===== src/rtl/pc_pkg.sv =====
// Shared types and defaults for the fetch-stage program counter.
// The return-address stack is only built when PC_RAS_EN is defined.
package pc_pkg;

    typedef enum logic [2:0] {
        PC_HOLD,
        PC_INC,
        PC_BRANCH,
        PC_CALL,
        PC_RET
    } pc_op_t;

    localparam int unsigned PC_DEF_ADDR_W    = 32;
    localparam int unsigned PC_DEF_INC       = 1;
    localparam int unsigned PC_DEF_RESET_VEC = 0;
    localparam int unsigned PC_DEF_RAS_DEPTH = 4;

    // Reset is handled by the registers themselves, so it is not part of the decode.
    function automatic pc_op_t pc_decode(input logic stall, input logic ret,
                                         input logic call, input logic branch);
        pc_op_t op;
        if (stall) begin
            op = PC_HOLD;
        end else if (ret) begin
            op = PC_RET;
        end else if (call) begin
            op = PC_CALL;
        end else if (branch) begin
            op = PC_BRANCH;
        end else begin
            op = PC_INC;
        end
        return op;
    endfunction

endpackage


===== src/rtl/ras_stack.sv =====
// Circular return-address LIFO: pushing while full overwrites the oldest entry,
// so the most recent RAS_DEPTH return addresses always survive.
module ras_stack
    import pc_pkg::*;
#(
    parameter int unsigned ADDR_W    = PC_DEF_ADDR_W,
    parameter int unsigned RAS_DEPTH = PC_DEF_RAS_DEPTH
) (
    input  logic                       clk,
    input  logic                       rst,
    input  logic                       i_push,
    input  logic                       i_pop,
    input  logic [ADDR_W-1:0]          i_data,
    output logic [ADDR_W-1:0]          o_top,
    output logic [$clog2(RAS_DEPTH):0] o_cnt
);

    localparam int unsigned      PTR_W   = $clog2(RAS_DEPTH);
    localparam int unsigned      CNT_W   = PTR_W + 1;
    localparam logic [CNT_W-1:0] CNT_MAX = CNT_W'(RAS_DEPTH);

    logic [ADDR_W-1:0] r_mem [RAS_DEPTH];
    logic [PTR_W-1:0]  r_wp;
    logic [CNT_W-1:0]  r_cnt;
    logic [PTR_W-1:0]  w_top_idx;

    // Power-of-2 depth lets the pointer wrap naturally.
    assign w_top_idx = r_wp - PTR_W'(1);
    assign o_top     = r_mem[w_top_idx];
    assign o_cnt     = r_cnt;

    always_ff @(posedge clk) begin
        if (rst) begin
            r_wp  <= '0;
            r_cnt <= '0;
        end else if (i_push) begin
            r_mem[r_wp] <= i_data;
            r_wp        <= r_wp + PTR_W'(1);
            if (r_cnt != CNT_MAX) begin
                r_cnt <= r_cnt + CNT_W'(1);
            end
        end else if (i_pop && (r_cnt != '0)) begin
            r_wp  <= w_top_idx;
            r_cnt <= r_cnt - CNT_W'(1);
        end
    end

endmodule


===== src/rtl/pc_unit.sv =====
// Fetch-stage program counter with stall, branch and optional call/return stack.
// Define PC_RAS_EN to build the return-address stack; otherwise call == branch, ret == increment.
module pc_unit
    import pc_pkg::*;
#(
    parameter int unsigned ADDR_W    = PC_DEF_ADDR_W,
    parameter int unsigned INC       = PC_DEF_INC,
    parameter int unsigned RESET_VEC = PC_DEF_RESET_VEC,
    parameter int unsigned RAS_DEPTH = PC_DEF_RAS_DEPTH
) (
    input  logic              clk,
    input  logic              rst,
    input  logic              stall,
    input  logic              branch,
    input  logic              call,
    input  logic              ret,
    input  logic [ADDR_W-1:0] branchAdrx,
    output logic [ADDR_W-1:0] pc,
    output logic              ras_empty,
    output logic              ras_full,
    output logic              ras_underflow
);

    if (RAS_DEPTH < 2 || (RAS_DEPTH & (RAS_DEPTH - 1)) != 0) begin : g_bad_ras_depth
        $error("RAS_DEPTH must be a power of 2 and at least 2");
    end

    pc_op_t            w_op;
    logic [ADDR_W-1:0] r_pc;
    logic [ADDR_W-1:0] w_pc_inc;
    logic [ADDR_W-1:0] w_pc_next;

    assign w_op     = pc_decode(stall, ret, call, branch);
    assign w_pc_inc = r_pc + ADDR_W'(INC);
    assign pc       = r_pc;

`ifdef PC_RAS_EN
    localparam int unsigned CNT_W = $clog2(RAS_DEPTH) + 1;

    logic [ADDR_W-1:0] w_top;
    logic [CNT_W-1:0]  w_cnt;
    logic              w_empty;
    logic              w_push;
    logic              w_pop;
    logic              r_underflow;

    assign w_empty = (w_cnt == '0);
    assign w_push  = (w_op == PC_CALL);
    assign w_pop   = (w_op == PC_RET) && !w_empty;

    ras_stack #(
        .ADDR_W    (ADDR_W),
        .RAS_DEPTH (RAS_DEPTH)
    ) u_ras (
        .clk    (clk),
        .rst    (rst),
        .i_push (w_push),
        .i_pop  (w_pop),
        .i_data (w_pc_inc),
        .o_top  (w_top),
        .o_cnt  (w_cnt)
    );

    always_comb begin
        w_pc_next = w_pc_inc;
        case (w_op)
            PC_HOLD:            w_pc_next = r_pc;
            PC_BRANCH, PC_CALL: w_pc_next = branchAdrx;
            PC_RET:             w_pc_next = w_empty ? w_pc_inc : w_top;
            default:            w_pc_next = w_pc_inc;
        endcase
    end

    // A stalled cycle decodes to PC_HOLD, which clears the pulse.
    always_ff @(posedge clk) begin
        if (rst) begin
            r_underflow <= 1'b0;
        end else begin
            r_underflow <= (w_op == PC_RET) && w_empty;
        end
    end

    assign ras_empty     = w_empty;
    assign ras_full      = (w_cnt == CNT_W'(RAS_DEPTH));
    assign ras_underflow = r_underflow;
`else
    always_comb begin
        w_pc_next = w_pc_inc;
        case (w_op)
            PC_HOLD:            w_pc_next = r_pc;
            PC_BRANCH, PC_CALL: w_pc_next = branchAdrx;
            default:            w_pc_next = w_pc_inc;
        endcase
    end

    assign ras_empty     = 1'b1;
    assign ras_full      = 1'b0;
    assign ras_underflow = 1'b0;
`endif

    always_ff @(posedge clk) begin
        if (rst) begin
            r_pc <= ADDR_W'(RESET_VEC);
        end else begin
            r_pc <= w_pc_next;
        end
    end

endmodule


===== config.mk =====
export PLATFORM = sky130hd
export DESIGN_NAME = pc_unit
export DESIGN_NICKNAME = d
export VERILOG_FILES = /design/src/rtl/pc_pkg.sv /design/src/rtl/ras_stack.sv /design/src/rtl/pc_unit.sv
export SDC_FILE = /design/constraint.sdc
export NUM_CORES = 1
export LEC_CHECK = 0
export ABC_CLOCK_PERIOD_IN_PS = 2800
export CAP_MARGIN = 10
export CORE_ASPECT_RATIO = 1.75
export CORE_UTILIZATION = 47
export DETAILED_ROUTE_END_ITERATION = 6
export HOLD_SLACK_MARGIN = 0.15
export MAX_ROUTING_LAYER = met4
export PLACE_DENSITY = 0.82
export SLEW_MARGIN = 20
export SYNTH_ARGS = -nofsm -noshare
export SYNTH_HDL_FRONTEND = slang
export SYNTH_SLANG_ARGS = --single-unit

===== constraint.sdc =====
create_clock -name clk -period 2.8 [get_ports clk]
set_input_delay 0.42 -clock clk [delete_from_list [all_inputs] [get_ports clk]]
set_output_delay 0.42 -clock clk [all_outputs]
set_load 0.005 [all_outputs]

# Word level (Yosys, flattened, before mapping)
# Index checks and enable logic that the tools add are counted.
# Widths: inputs -> output; s select.
# word_totals
reg_bits	32
output_inout_bits	35
# op_classes
n_reduce_logical	2
n_addsub	1
n_mux	5
n_eq_ne	2
# ops
op	n
$pmux 32 s2	1
$add 32x1->32 const B	1
$eq 3x2->1 const B	2
$mux 3	2
$mux 2	2
$logic_not 3->1	1
$reduce_or 2->1	1

# Logic depth before layout (Yosys ltp)
# Gate-level depths: netlist of run 1.
# logic_depth
word_depth	7
ltp_mapped	7
depth_no_buf	6

# Worst setup path before layout of run 1
# OpenSTA, ideal clock, no wires.
# synth_timing
path_type	register to register
start	reg r_pc[0], in the netlist pc[0]
end	reg r_pc[22], in the netlist pc[22]
required_ps	2738
synth_period_minus_slack_ps	1948
path_buffers	0
t_arrival_ps	1886
setup_ps	62
path_stages_with_launch	7
setup_slack_ps	852
cell_sequence	dfxtp_1 ha_1 nand3_2 nor4_4 nand4_1 or4b_1 nand3_1
# synth_between
elab_chain_cells	2
# synth_rtl
item	line_no	rtl
start: declaration	pc_unit.sv:29	logic [ADDR_W-1:0] r_pc;
start signal: assignment	pc_unit.sv:103	r_pc <= ADDR_W'(RESET_VEC);
start signal: assignment	pc_unit.sv:105	r_pc <= w_pc_next;
$add 32x1->32	pc_unit.sv:34	assign w_pc_inc = r_pc + ADDR_W'(INC);
$pmux 32 s2	pc_unit.sv:89	case (w_op)
# No other way between the ends.
# A chain may end at the register's enable or synchronous reset.

# Final worst setup path of run 1
# layout_timing
start	reg r_pc[4], in the netlist pc[4]
end	reg r_pc[31], in the netlist pc[31]
# The elaborated chain is that of the path after synthesis.

==> results.tsv, run 1 <==
stage	metric	value	unit
place	count of buffers from port buffering	69	
min_path	Min-Delay Path Class	reg -> reg	
timing	time the final worst path needs with I/O delays and setup	2.19	ns
synth	share of cell area taken by muxes after synthesis	0	%
power_and_ir_drop	LEAKAGE	1.02	nW
worst_setup_path	critical-path cell list	nand4_1 > nor3_2 > nand3_2 > and3_1 > or3_1	
cts	buffer type at the clock tree root	clkbuf_8	
worst_setup_path	Max Fanout on Critical Path	9	
min_path	hold path startpoint	pc[0]	
floorplanning	horizontal extent of the die	53.6	µm
worst_setup_path	Crit path largest cell delay	0.59	ns
cells_and_area	end-of-flow core utilization	68.1	%
route	count of antenna-violating nets left after detailed routing	0	
route	count of TritonRoute iterations in the first routing pass	5	
synth	combinational family with the most area after synthesis	simple AND/OR/NAND/NOR gates	
synth	sequential element share of the synthesized area	29.2	%
synth	compound-gate portion of the synthesized area	27.6	%
timing	maximum clock frequency	0.456	GHz
timing	RSZ-0062 raised after global routing	no	
floorplanning	die height	92.3	µm
worst_setup_path	Crit Path Class	reg -> reg	
worst_setup_path	Critical Path Start Type	register	
power_and_ir_drop	peak supply drop	290	µV
cells_and_area	number of diodes	0	
floorplanning	standard-cell row count	32	
cells_and_area	commonest non-fill, non-tap cells in the layout	69 x clkdlybuf4s50_1, 35 x nand2_1, 32 x dfxtp_1, 29 x nor2_1, 22 x a21oi_1	
cts	cts-stage hold buffer count	0	
place	worst setup slack before clock tree synthesis	0.573	ns
power_and_ir_drop	overall power of the completed layout	1.19	mW
cts	clock transition at the register clock pins on the worst setup and hold paths after CTS	0.07	ns
synth	async set-or-reset flop fraction in the synthesized netlist	0	%
timing	Final WS setup	0.606	ns
worst_setup_path	startpoint of the most critical register-to-register path	pc[4]	
global_route	pin count of the biggest net entering global routing	47	
global_route	via count of the first global-routing pass	2509	
synth	netlist area before placement	0.00219	mm²
worst_setup_path	Critical Path RT	2.97	ns
synth	mean cell area of the mapped netlist	7.21	µm²
synth	fraction of the mapped netlist area in simple logic gates	36.9	%
global_route	gr usage total	30.9	%
route	average via count per standard cell	6.38	
timing	final count of negative-setup-slack endpoints	0	
cts	CTS tree	built	
job	Max Cap Viol	0	
worst_setup_path	Critical Path Sink Type	register	
timing	Worst-Margin Slew	0.709	ns
synth	area share of xor/xnor cells in the synthesized design	0	%
route	routed wire length per instance	16.7	µm
timing	accumulated negative setup slack	0	ns
route	total routed wirelength	7010	µm
cts	clock latency reported for the late side of the worst-skew pair	0.29	ns
worst_setup_path	setup slack, reg-to-reg	0.61	ns
cells_and_area	leading cell type in the layout, fill and taps excluded	clkdlybuf4s50_1	
route	DRC marker count from the first detailed-route iteration	97	
synth	main flop type after synthesis	dfxtp_1	
synth	EDFF count, synth	0	
timing	Setup Skew	0.00637	ns
place	final HPWL from detailed placement	4880	µm
cells_and_area	Post-layout nets	406	
floorplanning	Die Footprint	0.00495	mm²
synth	Synth Warn #	0	
timing	count of final max-slew check failures	0	
worst_setup_path	cell depth of the worst flop-to-flop path	5	
cells_and_area	share of final-layout standard cells stronger than drive strength 1	7.07	%
cts	maximum clock path buffer count	2	
power_and_ir_drop	power density over cell area	392	mW/mm²
cts	level count of the clock H-tree	2	
min_path	worst-case hold path end point	pc[0]	
cts	Clock Sink Count	32	
synth	distinct cell type count of the synthesized netlist	54	
synth	register bit count reported by yosys	32	
route	detailed-route via count	2672	
synth	fraction of the mapped netlist area in adder cells	0.571	%
min_path	Worst Hold Depth	2	
worst_setup_path	CP arrival	2.36	ns
global_route	antenna violations before repair	0	
timing	share of the clock period used by the worst path after layout	78.3	%
floorplanning	effective utilization at floorplan	49.3	%
global_route	gr ovfl total	0	
place	weighted congestion at the end of routability-driven global placement	0.905	
timing	Final Hold Fails	0	
cts	post-CTS setup repair buffer count	0	
cts	TritonCTS buffer count	5	
floorplanning	number of ports placed on the die boundary	73	
status	status	complete, no violations	
floorplanning	core area	0.00444	mm²
worst_setup_path	Critical R2R Capture	pc[31]	
cells_and_area	max reg flops	32	
route	number of design rule violations left after detail routing	0	
cells_and_area	P&R area growth vs syn	38.0	%
synth	synthesized netlist cell count	304	
worst_setup_path	crit path max-delay cell type	nor3_2	
timing	Relative slew margins	52.3	%
global_route	wire length of the first global-routing pass	11300	µm
cts	post-CTS resize count	0	
==> per-stage QoR <==
stage / hold WS, ns / std cells / instance area, µm²
after floorplan: 0.498 / 305 / 2200
after global placement: 0.501 / 411 / 2940
after detailed placement: 0.508 / 411 / 2940
after CTS: 0.518 / 419 / 3030
after global routing: 0.542 / 419 / 3030
final: 0.516 / 419 / 3030
==> routing by layer <==
| layer | up-vias | GRT usage, % | part of all wire (%) |
|---|---|---|---|
| li1 | 1279 | - | - |
| met1 | 1259 | 32.5 | 38 |
| met2 | 115 | 53.6 | 54 |
| met3 | 19 | 5.09 | 5.6 |
| met4 | 0 | 13.8 | 2.6 |
| met5 | - | - | 0 |
==> cell families (layout without fill, tap and decap cells) <==
logic type / Yosys count / count (layout)
adders and majority gates: 1 / 1
and+or+nand+nor: 149 / 149
buffers and inverters: 28 / 91
DFF: 32 / 32
other: 2 / 3
AOI/OAI and AO/OA: 92 / 92
==> how the worst max path moves through the flow <==
| stage | from | end | slack (ns) | cells after the start |
|---|---|---|---|---|
| after global placement | ret | pc[31] | 0.68 | 7 |
| after global routing | pc[3] | pc[31] | 0.42 | 5 |
| after detailed placement | branch | pc[31] | 0.57 | 7 |
| after floorplan | pc[0] | pc[22] | 0.85 | 6 |
| after CTS | pc[6] | pc[31] | 0.64 | 5 |
| final | pc[4] | pc[31] | 0.61 | 5 |
==> area by class of cell <==
type / instances / area (µm²)
fillers: 378 / 1420
clock buffers: 8 / 90.1
inverters: 4 / 15.0
multi-input cells: 245 / 1440
repair buffers: 79 / 778
flip-flops and latches: 32 / 641
well taps: 51 / 63.8
==> cell usage after synthesis, drive strengths merged (3+ instances only) <==
library cell / count / area share (%)
o21ai: 16 / 3.7
nand4: 20 / 6.4
and3: 8 / 2.3
a31oi: 14 / 4.0
a22oi: 6 / 2.1
nor4: 8 / 3.7
a21o: 6 / 2.1
clkbuf: 17 / 2.9
nor2: 30 / 5.3
nand3: 19 / 4.8
dfxtp: 32 / 29
o211ai: 7 / 2.4
a21oi: 22 / 5.0
buf: 7 / 1.8
nor3: 11 / 2.7
or3: 5 / 1.4
nand2: 35 / 6.0
inv: 3 / 0.51
==> critical path: cells and delay by family, from the launching register on <==
family,cells,cell delay (ns)
flip-flops,1,0.44
AND/OR/NAND/NOR,5,1.64
==> where the power goes <==
| part | internal, mW | switching, mW | leakage, nW | total, mW |
|---|---|---|---|---|
| logic | 0.156 | 0.114 | 0.714 | 0.271 |
| clock network | 0.200 | 0.173 | 0.0455 | 0.374 |
| registers | 0.487 | 0.0553 | 0.262 | 0.542 |
Note: power is estimated with default switching activity, not from simulation.
==> run 2: changes to the inputs <==
Settings changed: ABC_CLOCK_PERIOD_IN_PS 2800 to 1900, CORE_UTILIZATION 47 to 42, PLACE_DENSITY 0.82 to 0.77.
Clock period 2.8 ns to 1.9 ns, I/O delays scaled along.
==> results.tsv, run 2 (synthesis results as in run 1) <==
stage	metric	value	unit	change
timing	final worst hold slack	0.556	ns	was 0.516 ns
cts	clock transition at the register clock pins on the worst setup and hold paths after CTS	0.07	ns	about the same
worst_setup_path	Crit path largest cell delay	0.54	ns	was 0.59 ns
job	Max Cap Viol	0		unchanged
worst_setup_path	CP arrival	2.05	ns	was 2.36 ns
route	detailed-route via count	2818		was 2,672
timing	Setup Skew	0.00606	ns	was 0.00637 ns
timing	Final Hold Fails	0		unchanged
cells_and_area	number of filler instances in the final layout	427		was 378
place	instance area at placement	0.00319	mm²	was 0.00294 mm²
power_and_ir_drop	LEAKAGE	1.22	nW	was 1.02 nW
cts	CTS tree	built		unchanged
floorplanning	effective utilization at floorplan	44.0	%	was 49.3%
global_route	gr usage total	29.3	%	was 30.9%
worst_setup_path	critical-path cell list	ha_4 > nand3_2 > nor4_4 > nand4_1 > or4b_1 > nand3_1		was nand4_1 > nor3_2 > nand3_2 > and3_1 > or3_1
route	length of routed wiring on met1	2870	µm	was 2670 µm
cells_and_area	commonest non-fill, non-tap cells in the layout	69 x clkdlybuf4s50_1, 46 x buf_4, 35 x nand2_1, 30 x dfxtp_1, 28 x nor2_1		was 69 x clkdlybuf4s50_1, 35 x nand2_1, 32 x dfxtp_1, 29 x nor2_1, 22 x a21oi_1
cells_and_area	max reg flops	32		unchanged
timing	time the final worst path needs with I/O delays and setup	1.81	ns	was 2.19 ns
timing	count of final max-slew check failures	0		unchanged
cells_and_area	number of diodes	0		unchanged
place	count of buffers from port buffering	69		unchanged
global_route	antenna violations before repair	0		unchanged
cells_and_area	area of all placed cells without fillers	0.00333	mm²	was 0.00303 mm²
cells_and_area	leading cell type in the layout, fill and taps excluded	clkdlybuf4s50_1		unchanged
global_route	gr ovfl total	0		unchanged
min_path	Min-Delay Path Class	reg -> reg		unchanged
timing	share of the clock period used by the worst path after layout	95.5	%	was 78.3%
floorplanning	die height	97.6	µm	was 92.3 µm
route	total routed wirelength	7650	µm	was 7010 µm
timing	maximum clock frequency	0.551	GHz	was 0.456 GHz
floorplanning	number of ports placed on the die boundary	73		unchanged
place	weighted congestion at the end of routability-driven global placement	0.924		was 0.905
cells_and_area	share of final-layout standard cells stronger than drive strength 1	17.0	%	was 7.07%
cells_and_area	P&R area growth vs syn	51.8	%	was 38.0%
status	status	complete, no violations		unchanged
cells_and_area	Post-layout nets	443		was 406
power_and_ir_drop	peak supply drop	504	µV	was 290 µV
global_route	wire length of the first global-routing pass	12700	µm	was 11,300 µm
floorplanning	standard-cell row count	34		was 32
route	WL met2	4020	µm	was 3770 µm
route	average via count per standard cell	6.14		was 6.38
power_and_ir_drop	overall power of the completed layout	1.82	mW	was 1.19 mW
route	uppermost layer routed	met4		unchanged
worst_setup_path	Max Fanout on Critical Path	3		was 9
cts	buffer type at the clock tree root	clkbuf_8		unchanged
route	count of antenna-violating nets left after detailed routing	0		unchanged
timing	accumulated negative setup slack	0	ns	unchanged
cts	Clock Sink Count	32		unchanged
timing	final count of negative-setup-slack endpoints	0		unchanged
cts	level count of the clock H-tree	2		unchanged
route	DRC marker count from the first detailed-route iteration	133		was 97
place	final HPWL from detailed placement	5680	µm	was 4880 µm
route	count of TritonRoute iterations in the first routing pass	4		was 5
cts	maximum clock path buffer count	2		unchanged
floorplanning	Die Footprint	0.00552	mm²	was 0.00495 mm²
cells_and_area	end-of-flow core utilization	66.8	%	was 68.1%
worst_setup_path	Crit Path Class	reg -> reg		unchanged
worst_setup_path	setup slack, reg-to-reg	0.09	ns	was 0.61 ns
cts	TritonCTS buffer count	5		unchanged
worst_setup_path	crit path max-delay cell type	or4b_1		was nor3_2
route	Routed met3 length	407	µm	was 389 µm
power_and_ir_drop	power density over cell area	547	mW/mm²	was 392 mW/mm²
worst_setup_path	CP Buf/Inv Count	0		unchanged
worst_setup_path	Critical Path Start Type	register		unchanged
route	number of design rule violations left after detail routing	0		unchanged
cts	cts-stage hold buffer count	0		unchanged
worst_setup_path	Critical Path Sink Type	register		unchanged
cts	clock latency reported for the late side of the worst-skew pair	0.30	ns	was 0.29 ns
global_route	pin count of the biggest net entering global routing	35		was 47
route	routed wire length per instance	16.7	µm	about the same
floorplanning	core area	0.00498	mm²	was 0.00444 mm²
worst_setup_path	Worst path top cell family by delay	simple AND/OR/NAND/NOR gates		unchanged
floorplanning	horizontal extent of the die	56.6	µm	was 53.6 µm
worst_setup_path	Critical Path RT	2.14	ns	was 2.97 ns
global_route	via count of the first global-routing pass	2805		was 2,509
-- run 2: cell types whose count changed in the layout (fill, tap and decap cells not counted), sizes merged --
cell    before  now
buf         10   47
clkinv       1    3
clkbuf       8    6
-- run 2: area by class of cell --
class / instances / area (µm²) / area share, %
clock buffer: 6 / 82.6 / 2.48
clock inverter: 2 / 10.0 / 0.301
inverter: 4 / 15.0 / 0.451
multi-input combinational: 245 / 1450 / 43.7
sequential: 32 / 643 / 19.3
tap: 54 / 67.6 / 2.03
timing repair buffer: 116 / 1060 / 31.7
-- run 2: through the flow --
| step | cells | setup slack (ns) |
|---|---|---|
| after floorplan | 305 | 0.0166 |
| after global routing | 459 | -0.000611 |
| after detailed placement | 448 | -0.144 |
| after CTS | 456 | 0.0943 |
| after global placement | 448 | -0.0378 |
| final | 459 | 0.0856 |
-- run 2: what timing repair did --
| item | in CTS | in global routing |
|---|---|---|
| setup buffers | 0 | 3 |
| setup endpoints to repair | 0 | 2 |
| resized for setup | 0 | 5 |
-- run 2: routing by layer --
layer  global-route usage [%]  vias up
met5                        -        -
met4                     18.9        0
met3                     4.66       31
met2                     51.3      125
met1                     29.0     1313
li1                         -     1349
-- run 2: worst paths after layout --
check | startpoint | to | cells after the start
worst max-delay path | pc[1] | pc[22] | 6
worst min-delay path | pc[21] | pc[21] | 2
worst max register to register | pc[1] | pc[22] | 6
worst min register to register | pc[21] | pc[21] | 2
-- run 2: tightest hold or removal path, cell delays in order (launching register included) --
cell and delay (ns):
dfxtp_1 0.36, o21ai_0 0.09, a21oi_1 0.06
-- run 2: power breakdown --
part           total [mW]  leakage (nW)  switching [mW]  internal [mW]
clock               0.570        0.0510           0.281          0.289
sequential          0.777         0.263          0.0598          0.717
combinational       0.471         0.902           0.204          0.267
total                1.82          1.22           0.545           1.27
==> run 3: changes to the inputs <==
Settings changed: SYNTH_HIERARCHICAL set to 1, TNS_END_PERCENT set to 1.
==> results.tsv, run 3 <==
stage	metric	value	unit	change
status	status	complete, no violations		unchanged
worst_setup_path	Most Frequent Cell on Critical Path	nand4_1		
timing	maximum clock frequency	0.551	GHz	about the same
place	instance area at placement	0.00319	mm²	unchanged
synth	top cell type by total area after synthesis	dfxtp_1		unchanged
cts	clock transition at the register clock pins on the worst setup and hold paths after CTS	0.08	ns	was 0.07 ns
synth	Synth Warn #	6		was 0
power_and_ir_drop	LEAKAGE	1.20	nW	was 1.22 nW
cells_and_area	max reg flops	32		unchanged
synth	EDFF count, synth	0		unchanged
route	count of TritonRoute iterations in the first routing pass	5		was 4
worst_setup_path	crit path max-delay cell type	or4b_1		unchanged
worst_setup_path	Critical Path Start Type	register		unchanged
place	placed instance count	448		unchanged
global_route	wire length of the first global-routing pass	12700	µm	unchanged
worst_setup_path	Max Fanout on Critical Path	4		was 3
place	weighted congestion at the end of routability-driven global placement	0.924		unchanged
global_route	gr usage total	29.3	%	unchanged
synth	mean cell area of the mapped netlist	7.21	µm²	unchanged
cts	clock latency reported for the late side of the worst-skew pair	0.30	ns	about the same
synth	main flop type after synthesis	dfxtp_1		unchanged
cts	maximum clock path buffer count	2		unchanged
floorplanning	die height	97.6	µm	unchanged
worst_setup_path	Critical Path RT	2.14	ns	about the same
worst_setup_path	critical-path cell list	nand4_1 > nor4_4 > nand4_1 > or4b_1 > nand3_1		was ha_4 > nand3_2 > nor4_4 > nand4_1 > or4b_1 > nand3_1
worst_setup_path	CP arrival	2.05	ns	about the same
cells_and_area	Post-layout nets	440		was 443
global_route	gr ovfl total	0		unchanged
cells_and_area	area of all placed cells without fillers	0.00329	mm²	was 0.00333 mm²
floorplanning	Die Footprint	0.00552	mm²	unchanged
route	count of antenna-violating nets left after detailed routing	0		unchanged
worst_setup_path	Critical R2R Capture	pc[22]		unchanged
timing	accumulated negative setup slack	0	ns	unchanged
route	total routed wirelength	7620	µm	was 7650 µm
synth	register bit count reported by yosys	32		unchanged
worst_setup_path	CP Buf/Inv Count	0		unchanged
worst_setup_path	Critical Path Sink Type	register		unchanged
synth	async set-or-reset flop fraction in the synthesized netlist	0	%	unchanged
worst_setup_path	Worst path top cell family by delay	simple AND/OR/NAND/NOR gates		unchanged
synth	netlist area before placement	0.00219	mm²	unchanged
worst_setup_path	Crit Path Class	reg -> reg		unchanged
cts	buffer type at the clock tree root	clkbuf_8		unchanged
global_route	via count of the first global-routing pass	2805		unchanged
timing	count of final max-slew check failures	0		unchanged
timing	Setup Skew	0.00792	ns	was 0.00606 ns
cells_and_area	leading cell type in the layout, fill and taps excluded	clkdlybuf4s50_1		unchanged
floorplanning	core area	0.00498	mm²	unchanged
synth	sequential element share of the synthesized area	29.2	%	unchanged
cells_and_area	P&R area growth vs syn	50.1	%	was 51.8%
floorplanning	effective utilization at floorplan	44.0	%	unchanged
place	count of buffers from port buffering	69		unchanged
cts	CTS tree	built		unchanged
place	final HPWL from detailed placement	5680	µm	unchanged
global_route	antenna violations before repair	0		unchanged
timing	Final Hold Fails	0		unchanged
global_route	GR Util met2	51.3	%	unchanged
cells_and_area	count of non-filler cells in the finished layout	456		was 459
timing	time the final worst path needs with I/O delays and setup	1.82	ns	was 1.81 ns
worst_setup_path	cell depth of the worst flop-to-flop path	5		was 6
cells_and_area	commonest non-fill, non-tap cells in the layout	69 x clkdlybuf4s50_1, 43 x buf_4, 35 x nand2_1, 32 x dfxtp_1, 28 x nor2_1		was 69 x clkdlybuf4s50_1, 46 x buf_4, 35 x nand2_1, 30 x dfxtp_1, 28 x nor2_1
synth	area share of the leading cell type in the synthesized netlist	29.2	%	unchanged
floorplanning	number of ports placed on the die boundary	73		unchanged
job	Max Cap Viol	0		unchanged
min_path	hold path startpoint	pc[21]		unchanged
global_route	Top Usage Layer GRT	met2		unchanged
place	worst setup slack before clock tree synthesis	-0.144	ns	unchanged
cells_and_area	register cell area after layout	641	µm²	was 643 µm²
route	detailed-route via count	2781		was 2,818
cells_and_area	number of filler instances in the final layout	434		was 427
min_path	worst-case hold path end point	pc[21]		unchanged
cells_and_area	share of final-layout standard cells stronger than drive strength 1	15.7	%	was 17.0%
global_route	met3 track utilization from global routing	4.66	%	unchanged
min_path	Worst Hold Depth	2		unchanged
timing	RSZ-0062 raised after global routing	yes		
power_and_ir_drop	peak supply drop	508	µV	was 504 µV
global_route	met1 global-route usage	29.0	%	unchanged
cts	TritonCTS buffer count	5		unchanged
synth	top cells by area in the synthesized netlist	dfxtp_1 29%, nand2_1 6.0%, nand4_1 5.4%		unchanged
cells_and_area	number of diodes	0		unchanged
cts	Clock Sink Count	32		unchanged
floorplanning	standard-cell row count	34		unchanged
route	DRC marker count from the first detailed-route iteration	131		was 133
synth	Synth top cells by count	35 x nand2_1, 32 x dfxtp_1, 29 x nor2_1		unchanged
timing	final count of negative-setup-slack endpoints	0		unchanged
min_path	Min-Delay Path Class	reg -> reg		unchanged
synth	synthesized netlist cell count	304		unchanged
route	average via count per standard cell	6.10		was 6.14
power_and_ir_drop	power density over cell area	552	mW/mm²	was 547 mW/mm²
synth	most common cell in the synthesized netlist	nand2_1		unchanged
timing	Final WS setup	0.0849	ns	was 0.0856 ns
cells_and_area	multi-input logic area	0.00144	mm²	was 0.00145 mm²
global_route	pin count of the biggest net entering global routing	35		unchanged
cts	cts-stage hold buffer count	0		unchanged
floorplanning	horizontal extent of the die	56.6	µm	unchanged
synth	distinct cell type count of the synthesized netlist	54		unchanged
worst_setup_path	startpoint of the most critical register-to-register path	pc[13]		was pc[1]
route	routed wire length per instance	16.7	µm	about the same
cts	level count of the clock H-tree	2		unchanged
timing	share of the clock period used by the worst path after layout	95.5	%	about the same
worst_setup_path	setup slack, reg-to-reg	0.08	ns	was 0.09 ns
route	number of design rule violations left after detail routing	0		unchanged
worst_setup_path	Crit path largest cell delay	0.53	ns	was 0.54 ns
worst_setup_path	Crit. Startpoint	pc[13]		was pc[1]
==> run 3: cell families after synthesis <==
logic type	count (synthesis)	share of synthesized area, %
other cells	2	0.343
compound gates	92	27.6
buf+inv	28	5.36
flops	32	29.2
simple gates	149	36.9
fa+ha+maj	1	0.571
==> run 3: worst max-delay path by stage <==
stage | endpoint | depth (start not counted)
5_1_grt | pc[22] | 5
2_1_floorplan | pc[31] | 6
3_5_place_dp | pc[29] | 7
4_1_cts | pc[22] | 5
3_3_place_gp | pc[29] | 7
6_report | pc[22] | 5
==> run 3: timing repair <==
item                                    4_1_cts  5_1_grt
endpoints found under the setup margin        0        2
buffers inserted                              0        0
gates resized for setup                       0        1
==> run 3: per-layer routing <==
metal  vias up  wire (µm)
li1       1345          -
met3        39        430
met1      1278       2830
met5         -          0
met2       119       3980
met4         0        371
==> run 3: worst reg2reg max path, stage by stage (launching register included) <==
cell and delay (ns):
dfxtp_1 0.37, nand4_1 0.23, nor4_4 0.37, nand4_1 0.16, or4b_1 0.53, nand3_1 0.09
==> run 3: report_power, final <==
group / total [mW] / switching [mW] / leakage, nW / internal [mW]
Combinational: 0.470 / 0.204 / 0.889 / 0.266
Clock: 0.570 / 0.281 / 0.0510 / 0.289
Sequential: 0.775 / 0.0585 / 0.262 / 0.717
==> run 3: final cells by class <==
class | instances | area share (%)
Clock buffer | 6 | 2.51
Clock inverter | 2 | 0.304
Inverter | 4 | 0.456
Multi-Input combinational cell | 245 | 43.8
Sequential cell | 32 | 19.5
Tap cell | 54 | 2.05
Timing Repair Buffer | 113 | 31.4
==> run 3: metrics by stage <==
step / utilization (%) / power [mW] / hold slack, ns
floorplan: - / 0.978 / 0.431
global placement: 64.2 / 1.24 / 0.544
detailed placement: 64.2 / 1.25 / 0.545
CTS: 66.0 / 1.81 / 0.554
global route: 66.1 / 1.89 / 0.597
finish: 66.1 / 1.82 / 0.559
